### config.mk
export PLATFORM = sky130hd
export DESIGN_NAME = sba_csr
export DESIGN_NICKNAME = d
export VERILOG_FILES = /design/src/rtl/dm_pkg.sv /design/src/rtl/sba_csr.sv
export SDC_FILE = /design/constraint.sdc
export NUM_CORES = 1
export LEC_CHECK = 0
export CAP_MARGIN = 20
export CORE_MARGIN = 3
export CORE_UTILIZATION = 25
export CTS_BUF_LIST = sky130_fd_sc_hd__clkbuf_16
export DETAILED_ROUTE_END_ITERATION = 6
export SLEW_MARGIN = 25
export SYNTH_ARGS = -nofsm -noshare
export SYNTH_HDL_FRONTEND = slang
export SYNTH_SLANG_ARGS = --single-unit
### constraint.sdc
create_clock -name clk_i -period 2.4 [get_ports clk_i]
set_clock_uncertainty 0.1 [all_clocks]
set_input_delay 0.48 -clock clk_i [delete_from_list [all_inputs] [get_ports clk_i]]
set_output_delay 0.48 -clock clk_i [all_outputs]
set_load 0.01 [all_outputs]
### src/rtl/dm_pkg.sv
// Shared debug-module definitions: DMI opcodes, system-bus register addresses
// and the sbcs register layout.
package dm_pkg;

  typedef enum logic [1:0] {
    DMI_NOP   = 2'd0,
    DMI_READ  = 2'd1,
    DMI_WRITE = 2'd2
  } dmi_op_e;

  localparam logic [6:0] ADDR_SBCS       = 7'h38;
  localparam logic [6:0] ADDR_SBADDRESS0 = 7'h39;
  localparam logic [6:0] ADDR_SBADDRESS1 = 7'h3A;
  localparam logic [6:0] ADDR_SBDATA0    = 7'h3C;
  localparam logic [6:0] ADDR_SBDATA1    = 7'h3D;

  typedef struct packed {
    logic [2:0] sbversion;
    logic [5:0] zero0;
    logic       sbbusyerror;
    logic       sbbusy;
    logic       sbreadonaddr;
    logic [2:0] sbaccess;
    logic       sbautoincrement;
    logic       sbreadondata;
    logic [2:0] sberror;
    logic [6:0] sbasize;
    logic [4:0] sbaccess_caps;
  } sbcs_t;

endpackage

### src/rtl/sba_csr.sv
// System-bus-access CSR block: decodes DMI requests to sbcs/sbaddress/sbdata
// and drives the configuration and strobes consumed by the SBA master.
module sba_csr
  import dm_pkg::*;
#(
  parameter int SBASIZE = 64
) (
  input  logic        clk_i,
  input  logic        rst_i,
  input  logic        dmactive_i,
  input  logic        dmi_req_valid_i,
  output logic        dmi_req_ready_o,
  input  logic [6:0]  dmi_addr_i,
  input  logic [1:0]  dmi_op_i,
  input  logic [31:0] dmi_data_i,
  output logic        dmi_resp_valid_o,
  input  logic        dmi_resp_ready_i,
  output logic [31:0] dmi_resp_data_o,
  output logic [63:0] sbaddress_o,
  output logic        sbaddress_write_valid_o,
  output logic        sbreadonaddr_o,
  output logic        sbautoincrement_o,
  output logic [2:0]  sbaccess_o,
  output logic        sbreadondata_o,
  output logic [63:0] sbdata_o,
  output logic        sbdata_read_valid_o,
  output logic        sbdata_write_valid_o,
  input  logic [63:0] sbaddress_next_i,
  input  logic [63:0] sbdata_i,
  input  logic        sbdata_valid_i,
  input  logic        sbbusy_i,
  input  logic        sberror_valid_i,
  input  logic [2:0]  sberror_i
);

  logic [63:0] r_sbaddress;
  logic [63:0] r_sbdata;
  logic        r_sbbusyerror;
  logic        r_sbreadonaddr;
  logic [2:0]  r_sbaccess;
  logic        r_sbautoincrement;
  logic        r_sbreadondata;
  logic [2:0]  r_sberror;
  logic        r_read_pending;
  logic        r_resp_valid;
  logic [31:0] r_resp_data;
  logic        r_addr_wv;
  logic        r_data_wv;
  logic        r_data_rv;

  logic        w_rst;
  logic        w_accept;
  logic        w_wr;
  logic        w_rd;
  logic        w_blocked;
  logic        w_wr_sbcs;
  logic        w_wr_addr0;
  logic        w_wr_addr1;
  logic        w_wr_data0;
  logic        w_wr_data1;
  logic        w_rd_data0;
  logic        w_busy_hit;
  logic        w_addr_wv_nxt;
  logic        w_data_wv_nxt;
  logic        w_data_rv_nxt;
  logic        w_issue_read;
  logic [31:0] w_rdata;
  sbcs_t       w_sbcs_rd;
  sbcs_t       w_sbcs_wr;
  logic        w_unused;

  assign w_rst     = rst_i || !dmactive_i;
  assign w_accept  = dmi_req_valid_i && !r_resp_valid;
  assign w_wr      = w_accept && (dmi_op_i == DMI_WRITE);
  assign w_rd      = w_accept && (dmi_op_i == DMI_READ);
  assign w_blocked = r_sbbusyerror || (r_sberror != 3'd0);

  assign w_wr_sbcs  = w_wr && (dmi_addr_i == ADDR_SBCS);
  assign w_wr_addr0 = w_wr && (dmi_addr_i == ADDR_SBADDRESS0);
  assign w_wr_addr1 = w_wr && (dmi_addr_i == ADDR_SBADDRESS1);
  assign w_wr_data0 = w_wr && (dmi_addr_i == ADDR_SBDATA0);
  assign w_wr_data1 = w_wr && (dmi_addr_i == ADDR_SBDATA1);
  assign w_rd_data0 = w_rd && (dmi_addr_i == ADDR_SBDATA0);

  // Touching sbaddress0/sbdata0 while the master is busy is a sticky error.
  assign w_busy_hit    = sbbusy_i && (w_wr_addr0 || w_wr_data0 || w_rd_data0);
  assign w_addr_wv_nxt = w_wr_addr0 && !sbbusy_i && !w_blocked;
  assign w_data_wv_nxt = w_wr_data0 && !sbbusy_i && !w_blocked;
  assign w_data_rv_nxt = w_rd_data0 && !sbbusy_i && !w_blocked;
  assign w_issue_read  = (w_addr_wv_nxt && r_sbreadonaddr) ||
                         (w_data_rv_nxt && r_sbreadondata);

  assign w_sbcs_wr = sbcs_t'(dmi_data_i);

  always_comb begin
    w_sbcs_rd                 = '0;
    w_sbcs_rd.sbversion       = 3'd1;
    w_sbcs_rd.sbbusyerror     = r_sbbusyerror;
    w_sbcs_rd.sbbusy          = sbbusy_i;
    w_sbcs_rd.sbreadonaddr    = r_sbreadonaddr;
    w_sbcs_rd.sbaccess        = r_sbaccess;
    w_sbcs_rd.sbautoincrement = r_sbautoincrement;
    w_sbcs_rd.sbreadondata    = r_sbreadondata;
    w_sbcs_rd.sberror         = r_sberror;
    w_sbcs_rd.sbasize         = 7'(SBASIZE);
    w_sbcs_rd.sbaccess_caps   = 5'b01111;
  end

  always_comb begin
    w_rdata = '0;
    case (dmi_addr_i)
      ADDR_SBCS:       w_rdata = w_sbcs_rd;
      ADDR_SBADDRESS0: w_rdata = r_sbaddress[31:0];
      ADDR_SBADDRESS1: w_rdata = r_sbaddress[63:32];
      ADDR_SBDATA0:    w_rdata = r_sbdata[31:0];
      ADDR_SBDATA1:    w_rdata = r_sbdata[63:32];
      default:         w_rdata = '0;
    endcase
  end

  always_ff @(posedge clk_i) begin
    if (w_rst) begin
      r_sbaddress       <= '0;
      r_sbdata          <= '0;
      r_sbbusyerror     <= 1'b0;
      r_sbreadonaddr    <= 1'b0;
      r_sbaccess        <= 3'd2;
      r_sbautoincrement <= 1'b0;
      r_sbreadondata    <= 1'b0;
      r_sberror         <= '0;
      r_read_pending    <= 1'b0;
      r_resp_valid      <= 1'b0;
      r_resp_data       <= '0;
      r_addr_wv         <= 1'b0;
      r_data_wv         <= 1'b0;
      r_data_rv         <= 1'b0;
    end else begin
      if (w_accept) begin
        r_resp_valid <= 1'b1;
        r_resp_data  <= w_rd ? w_rdata : 32'd0;
      end else if (dmi_resp_ready_i) begin
        r_resp_valid <= 1'b0;
      end

      r_addr_wv <= w_addr_wv_nxt;
      r_data_wv <= w_data_wv_nxt;
      r_data_rv <= w_data_rv_nxt;

      if (w_wr_sbcs) begin
        r_sbreadonaddr    <= w_sbcs_wr.sbreadonaddr;
        r_sbaccess        <= w_sbcs_wr.sbaccess;
        r_sbautoincrement <= w_sbcs_wr.sbautoincrement;
        r_sbreadondata    <= w_sbcs_wr.sbreadondata;
      end

      if (w_busy_hit)
        r_sbbusyerror <= 1'b1;
      else if (w_wr_sbcs && w_sbcs_wr.sbbusyerror)
        r_sbbusyerror <= 1'b0;

      // A master-reported error wins over a same-cycle W1C clear.
      if (sberror_valid_i)
        r_sberror <= sberror_i;
      else if (w_wr_sbcs)
        r_sberror <= r_sberror & ~w_sbcs_wr.sberror;

      if (sbdata_valid_i)
        r_sbaddress <= sbaddress_next_i;
      if (w_wr_addr0 && !sbbusy_i)
        r_sbaddress[31:0] <= dmi_data_i;
      if (w_wr_addr1)
        r_sbaddress[63:32] <= dmi_data_i;

      if (sbdata_valid_i && r_read_pending)
        r_sbdata <= sbdata_i;
      if (w_wr_data0 && !sbbusy_i)
        r_sbdata[31:0] <= dmi_data_i;
      if (w_wr_data1)
        r_sbdata[63:32] <= dmi_data_i;

      if (w_issue_read)
        r_read_pending <= 1'b1;
      else if (sbdata_valid_i)
        r_read_pending <= 1'b0;
    end
  end

  assign dmi_req_ready_o         = !r_resp_valid;
  assign dmi_resp_valid_o        = r_resp_valid;
  assign dmi_resp_data_o         = r_resp_data;
  assign sbaddress_o             = r_sbaddress;
  assign sbdata_o                = r_sbdata;
  assign sbaddress_write_valid_o = r_addr_wv;
  assign sbdata_write_valid_o    = r_data_wv;
  assign sbdata_read_valid_o     = r_data_rv;
  assign sbreadonaddr_o          = r_sbreadonaddr;
  assign sbautoincrement_o       = r_sbautoincrement;
  assign sbaccess_o              = r_sbaccess;
  assign sbreadondata_o          = r_sbreadondata;

  assign w_unused = ^{w_sbcs_wr.sbversion, w_sbcs_wr.zero0, w_sbcs_wr.sbbusy,
                      w_sbcs_wr.sbasize, w_sbcs_wr.sbaccess_caps};

endmodule

==> results_dict.tcl, run 1 <==
set metrics [dict create \
    clk_latency_ps 440 \
    ys_ff_latch 175 \
    synth-xor-area-share_pct 0 \
    netlist_area_um2 8780 \
    min_period_over_period_pct 93.7 \
    synth.mux.area_fraction_pct 18.9 \
    synth-edff-count 0 \
    synth_top_family_by_area "compound AO/OA/AOI/OAI gates" \
    remaining_drc_errors 0 \
    fillerInstances 3418 \
    clk_path_buf_depth 2 \
    synth_ff_type "dfxtp_1" \
    ys_warn_count 0 \
    tightest_slew_ps 738 \
    root_buffer "clkbuf_16" \
    grt-ovfl-total 0 \
    nets 1420 \
    timing.hold.ws_ps 337 \
    drt_wl_total_mm 38.3 \
    yosys.area.top_type "dfxtp_1" \
    port_buffers 350 \
    drive_above_1_share_pct 14.9 \
    dpl.hpwl_mm 27.9 \
    r2r-start "dmi_resp_valid_o" \
    ant_nets 0 \
    synth_simple_gate_area_share_pct 12.0 \
    status "finished clean" \
    grt_pass1_vias 8602 \
    cts.sinks 175 \
    post-route-min-period_ps 2250 \
    gp_congestion 0.831 \
    critPathMaxFanout 6 \
    maxSlewViolCount 0 \
    synth_top_area_share_pct 39.9 \
    synth_common_cells "175 x dfxtp_1, 156 x mux2i_1, 110 x nor2_1, 62 x a211oi_2, 38 x nand3_1" \
    die_area_um2 37400 \
    yosysMostFrequentCell "dfxtp_1" \
    grt_pass1_wl_mm 56.8 \
    finalHoldViolations 0 \
    slew_headroom_pct 50.7 \
    num_rows 68 \
    antenna_found_initial 4 \
    yosys.area_share.adder_pct 0 \
    clk_pin_slew_ps 80 \
    synthTopCellsByArea "dfxtp_1 40%, mux2i_1 18%, a211oi_2 8.8%" \
    critPathRequiredTime_ps 1820 \
    min_path_type "register to register" \
    die_y_um 193 \
    arrival_ps 1670 \
    synth_compound_gate_area_share_pct 24.1 \
    wl_per_cell_um 22.4 \
    cts_buffers 17 \
    seq_area_frac_synth_pct 39.9 \
    p_leak_nw 5.49 \
    drv_cap 0 \
    min_from "dmi_resp_data_o[30]" \
    rsz0062_at_grt "no" \
    dr.pass1.iters 4 \
    syn_area_per_cell_um2 9.91 \
    syn_inst 886 \
    core_region_area_um2 34500 \
    drtIter0Drc 383 \
    async_flop_share_pct 0 \
    grt_max_degree 102 \
    drt-vias-per-instance 4.91 \
    cts_setup_buffers 0 \
    grt_usage_pct 19.8 \
    end_kind "primary output" \
    powerDensity_nw_per_um2 482 \
    htreeDepth 4 \
    cts_tree "built" \
    synth_cell_types 47 \
    power.total_w 0.00663 \
    initial_core_util_pct 25.4 \
    die_w_um 193 \
    clock.fmax_mhz 445 \
    setup_viol 0 \
    area_growth_pct 56.8 \
    io_pins 351 \
    startpoint_type "register" \
    critical_path_class "register to primary output" \
    setup.worst_path.start "dmi_resp_valid_o" \
    syn-num-nets 1066 \
    vias 8409 \
    ir_drop_v 0.000449 \
]
-- worst max-delay path, stage by stage (launching register included) --
cell             delay, ps
dfxtp_1                310
buf_4                  150
inv_1                  130
clkdlybuf4s50_1        640
-- through the flow --
step / cell area, µm² / setup WS [ps] / cells / utilization (%) / TNS (ps)
after global routing: 13800 / 90.0 / 1711 / 39.9 / 0
final: 13800 / 151 / 1711 / 39.9 / 0
after CTS: 13800 / 65.5 / 1708 / 39.8 / 0
after floorplan: 8780 / 340 / 886 / - / 0
after detailed placement: 13200 / -395 / 1676 / 38.2 / -19160
after global placement: 13200 / -352 / 1676 / 38.2 / -15960
-- path summary, 6_finish.rpt --
path	end	slack, ps	cells past startpoint
setup / recovery	dmi_req_ready_o	150	3
hold / removal	dmi_resp_data_o[30]	340	2
setup reg to reg	sbdata_o[49]	410	6
hold reg to reg	dmi_resp_data_o[30]	340	2
-- what timing repair did --
item                                    in CTS  in global routing
endpoints found under the setup margin       0                  2
endpoints found under the hold margin        0                  0
hold buffers                                 0                  0
resized for setup                            0                  1
-- area by class of cell --
cell class / instances / area (µm²) / area share, %
tap: 455 / 569 / 4.13
multi-input combinational: 621 / 4900 / 35.6
inverter: 5 / 18.8 / 0.136
sequential: 175 / 3500 / 25.4
clock inverter: 15 / 145 / 1.05
timing repair buffer: 420 / 4200 / 30.5
clock buffer: 17 / 425 / 3.09
antenna: 3 / 7.51 / 0.0545
-- routing by layer --
metal	vias to the layer above	track usage, %	wire, µm
met3	33	5.02	2020
li1	4039	-	-
met5	-	0	13
met2	289	32.4	18000
met4	2	6.11	735
met1	4046	25.8	17500
-- where the power goes --
part,total (W),switching [W],internal [W]
combinational,0.000861,0.000386,0.000474
sequential,0.00297,0.0000339,0.00294
clock,0.00280,0.00127,0.00153
-- placed cells by master (no fill, tap or decap), drive strengths merged, types with 18 or more instances in the layout --
cell / count
nand2: 33
a211oi: 97
nand3: 38
dfxtp: 175
a22oi: 21
o31ai: 33
a22o: 18
o22ai: 18
clkdlybuf4s50: 347
mux2i: 156
nor2: 110
buf: 73
-- flip-flops by register name (all words and copies together), names as in the netlist --
name / cells
sbaddress_write_valid_o: 1
sbdata_write_valid_o: 1
sbreadonaddr_o: 1
sbautoincrement_o: 1
r_read_pending: 1
sbaddress_o: 64
sbreadondata_o: 1
r_sbbusyerror: 1
dmi_resp_data_o: 32
sbaccess_o: 3
sbdata_read_valid_o: 1
dmi_resp_valid_o: 1
r_sberror: 3
sbdata_o: 64
-- cells by family (layout without fill, tap and decap cells) --
family	Yosys count	after routing
other	0	3
DFF	175	175
and+or+nand+nor	219	219
AOI/OAI and AO/OA	237	237
buffers and inverters	90	457
muxes	165	165
Power figures use the tool's default switching activity.
==> inputs of run 2 (changes only) <==
--- a/config.mk
+++ b/config.mk
@@ -7,9 +7,9 @@
 export LEC_CHECK = 0
 export CAP_MARGIN = 20
 export CORE_MARGIN = 3
-export CORE_UTILIZATION = 25
-export CTS_BUF_LIST = sky130_fd_sc_hd__clkbuf_16
+export CORE_UTILIZATION = 35
 export DETAILED_ROUTE_END_ITERATION = 6
+export PLACE_DENSITY = 0.67
 export SLEW_MARGIN = 25
 export SYNTH_ARGS = -nofsm -noshare
 export SYNTH_HDL_FRONTEND = slang
==> run 2 against run 1 <==
  * Die area fell by 28%
  * Wire length fell by 9.1%
  * Via count rose by 0.86%
  * Clock-buffer cell count rose by 1
  * Sequential cell count did not move
  * Utilization rose by 16 points
  * Highest routed layer unchanged
==> results_dict.tcl, run 2 (synthesis results as in run 1) <==
set metrics [dict create \
    maxSlewViolCount 0 \
    whs_path_depth 2 \
    ctsResizeCount 0 \
    place_area_um2 13000 \
    setup.worst_path.start "dmi_resp_valid_o" \
    slowest_stage "clkdlybuf4s50_1" \
    dr.pass1.iters 5 \
    startpoint_type "register" \
    hold_buffers 0 \
    clk_pin_slew_ps 70 \
    finalHoldViolations 0 \
    r2r-start "dmi_resp_valid_o" \
    timing.hold.ws_ps 334 \
    wl_per_cell_um 22.1 \
    slew_headroom_pct 58.0 \
    tightest_slew_ps 629 \
    rsz0062_at_grt "no" \
    antenna_found_initial 4 \
    root_buffer "clkbuf_16" \
    finalNonFillerCells 1570 \
    crit_buf_inv 2 \
    initial_core_util_pct 35.9 \
    crit_chain "inv_1 > clkdlybuf4s50_1" \
    drtIter0Drc 632 \
    power.total_w 0.00671 \
    path_depth 2 \
    grt_usage_pct 25.0 \
    grt_max_degree 69 \
    grt-ovfl-total 0 \
    layout_common_cells "347 x clkdlybuf4s50_1, 175 x dfxtp_1, 156 x mux2i_1" \
    ir_drop_v 0.000394 \
    end_kind "primary output" \
    critPathTopFamily "buffers and inverters" \
    drv_cap 0 \
    critPathMaxFanout 7 \
    nets 1412 \
    port_buffers 350 \
    setup_slack_ps 263 \
    p_leak_nw 5.46 \
    dp.cells 1537 \
    worstRegToRegCells 5 \
    cp-endpoint "dmi_req_ready_o" \
    htreeDepth 4 \
    max_stage_delay_ps 610 \
    die_area_um2 27000 \
    io_pins 351 \
    r2r_slack_ps 490 \
    final_common_cell "clkdlybuf4s50_1" \
    drt-vias-per-instance 5.40 \
    cts.sinks 175 \
    die_y_um 164 \
    area_growth_pct 54.6 \
    clk_latency_ps 430 \
    ant_nets 0 \
    fin_area_um2 13600 \
    min_path_type "register to register" \
    clk_path_buf_depth 2 \
    critical_path_class "register to primary output" \
    vias 8481 \
    arrival_ps 1560 \
    grt_pass1_wl_mm 51.5 \
    min_period_over_period_pct 89.0 \
    post-route-min-period_ps 2140 \
    r2r-end "sbdata_o[40]" \
    grt_pass1_vias 8311 \
    num_rows 57 \
    drive_above_1_share_pct 14.5 \
    clock.fmax_mhz 468 \
    critPathRequiredTime_ps 1820 \
    setup_viol 0 \
    cts_buffers 17 \
    post-place-ws_ps -110 \
    core_region_area_um2 24500 \
    status "finished clean" \
    cts_setup_buffers 0 \
    die_w_um 164 \
    dpl.hpwl_mm 25.7 \
    powerDensity_nw_per_um2 495 \
    drt_wl_total_mm 34.8 \
    remaining_drc_errors 0 \
    cts_tree "built" \
    gp_congestion 0.853 \
]
-- run 2: report_power, final --
part | leakage [nW] | switching (W) | total [W] | internal, W
combinational | 3.76 | 0.000366 | 0.000833 | 0.000467
clock | 0.281 | 0.00124 | 0.00290 | 0.00167
sequential | 1.42 | 0.0000371 | 0.00298 | 0.00294
-- run 2: how the worst min path moves through the flow --
| stage | from | end | slack, ps |
|---|---|---|---|
| final | dmi_resp_data_o[8] | dmi_resp_data_o[8] | 330 |
| after global routing | dmi_resp_data_o[25] | dmi_resp_data_o[25] | 360 |
| after CTS | dmi_resp_data_o[8] | dmi_resp_data_o[8] | 340 |
| after detailed placement | dmi_resp_data_o[8] | dmi_resp_data_o[8] | 330 |
| after global placement | dmi_resp_data_o[8] | dmi_resp_data_o[8] | 320 |
| after floorplan | dmi_resp_data_o[25] | dmi_resp_data_o[25] | 360 |
-- run 2: area by class of cell --
class	count	area, µm²
antenna	3	7.51
clock buffer	18	439
clock inverter	12	160
fill	2190	10900
inverter	5	18.8
multi-input combinational	621	4880
sequential	175	3500
tap	324	405
timing repair buffer	412	4160
-- run 2: metrics by stage --
stage / setup TNS [ps] / util [%]
after floorplan: 0 / -
after global placement: -4750 / 53.0
after detailed placement: -6110 / 53.0
after CTS: 0 / 55.5
after global routing: 0 / 55.5
final: 0 / 55.5
-- run 2: layer usage --
layer	up-vias	GRT usage [%]	share of wire, %
li1	4030	-	-
met1	4094	33.9	44
met2	320	40.7	48
met3	35	4.97	6.6
met4	2	6.94	1.7
met5	-	0	0.026
-- run 2: tightest hold or removal path, cell delays in order, from the launching register on --
cell     delay, ps
dfxtp_1        310
nand2_1         50
nand2_1         40
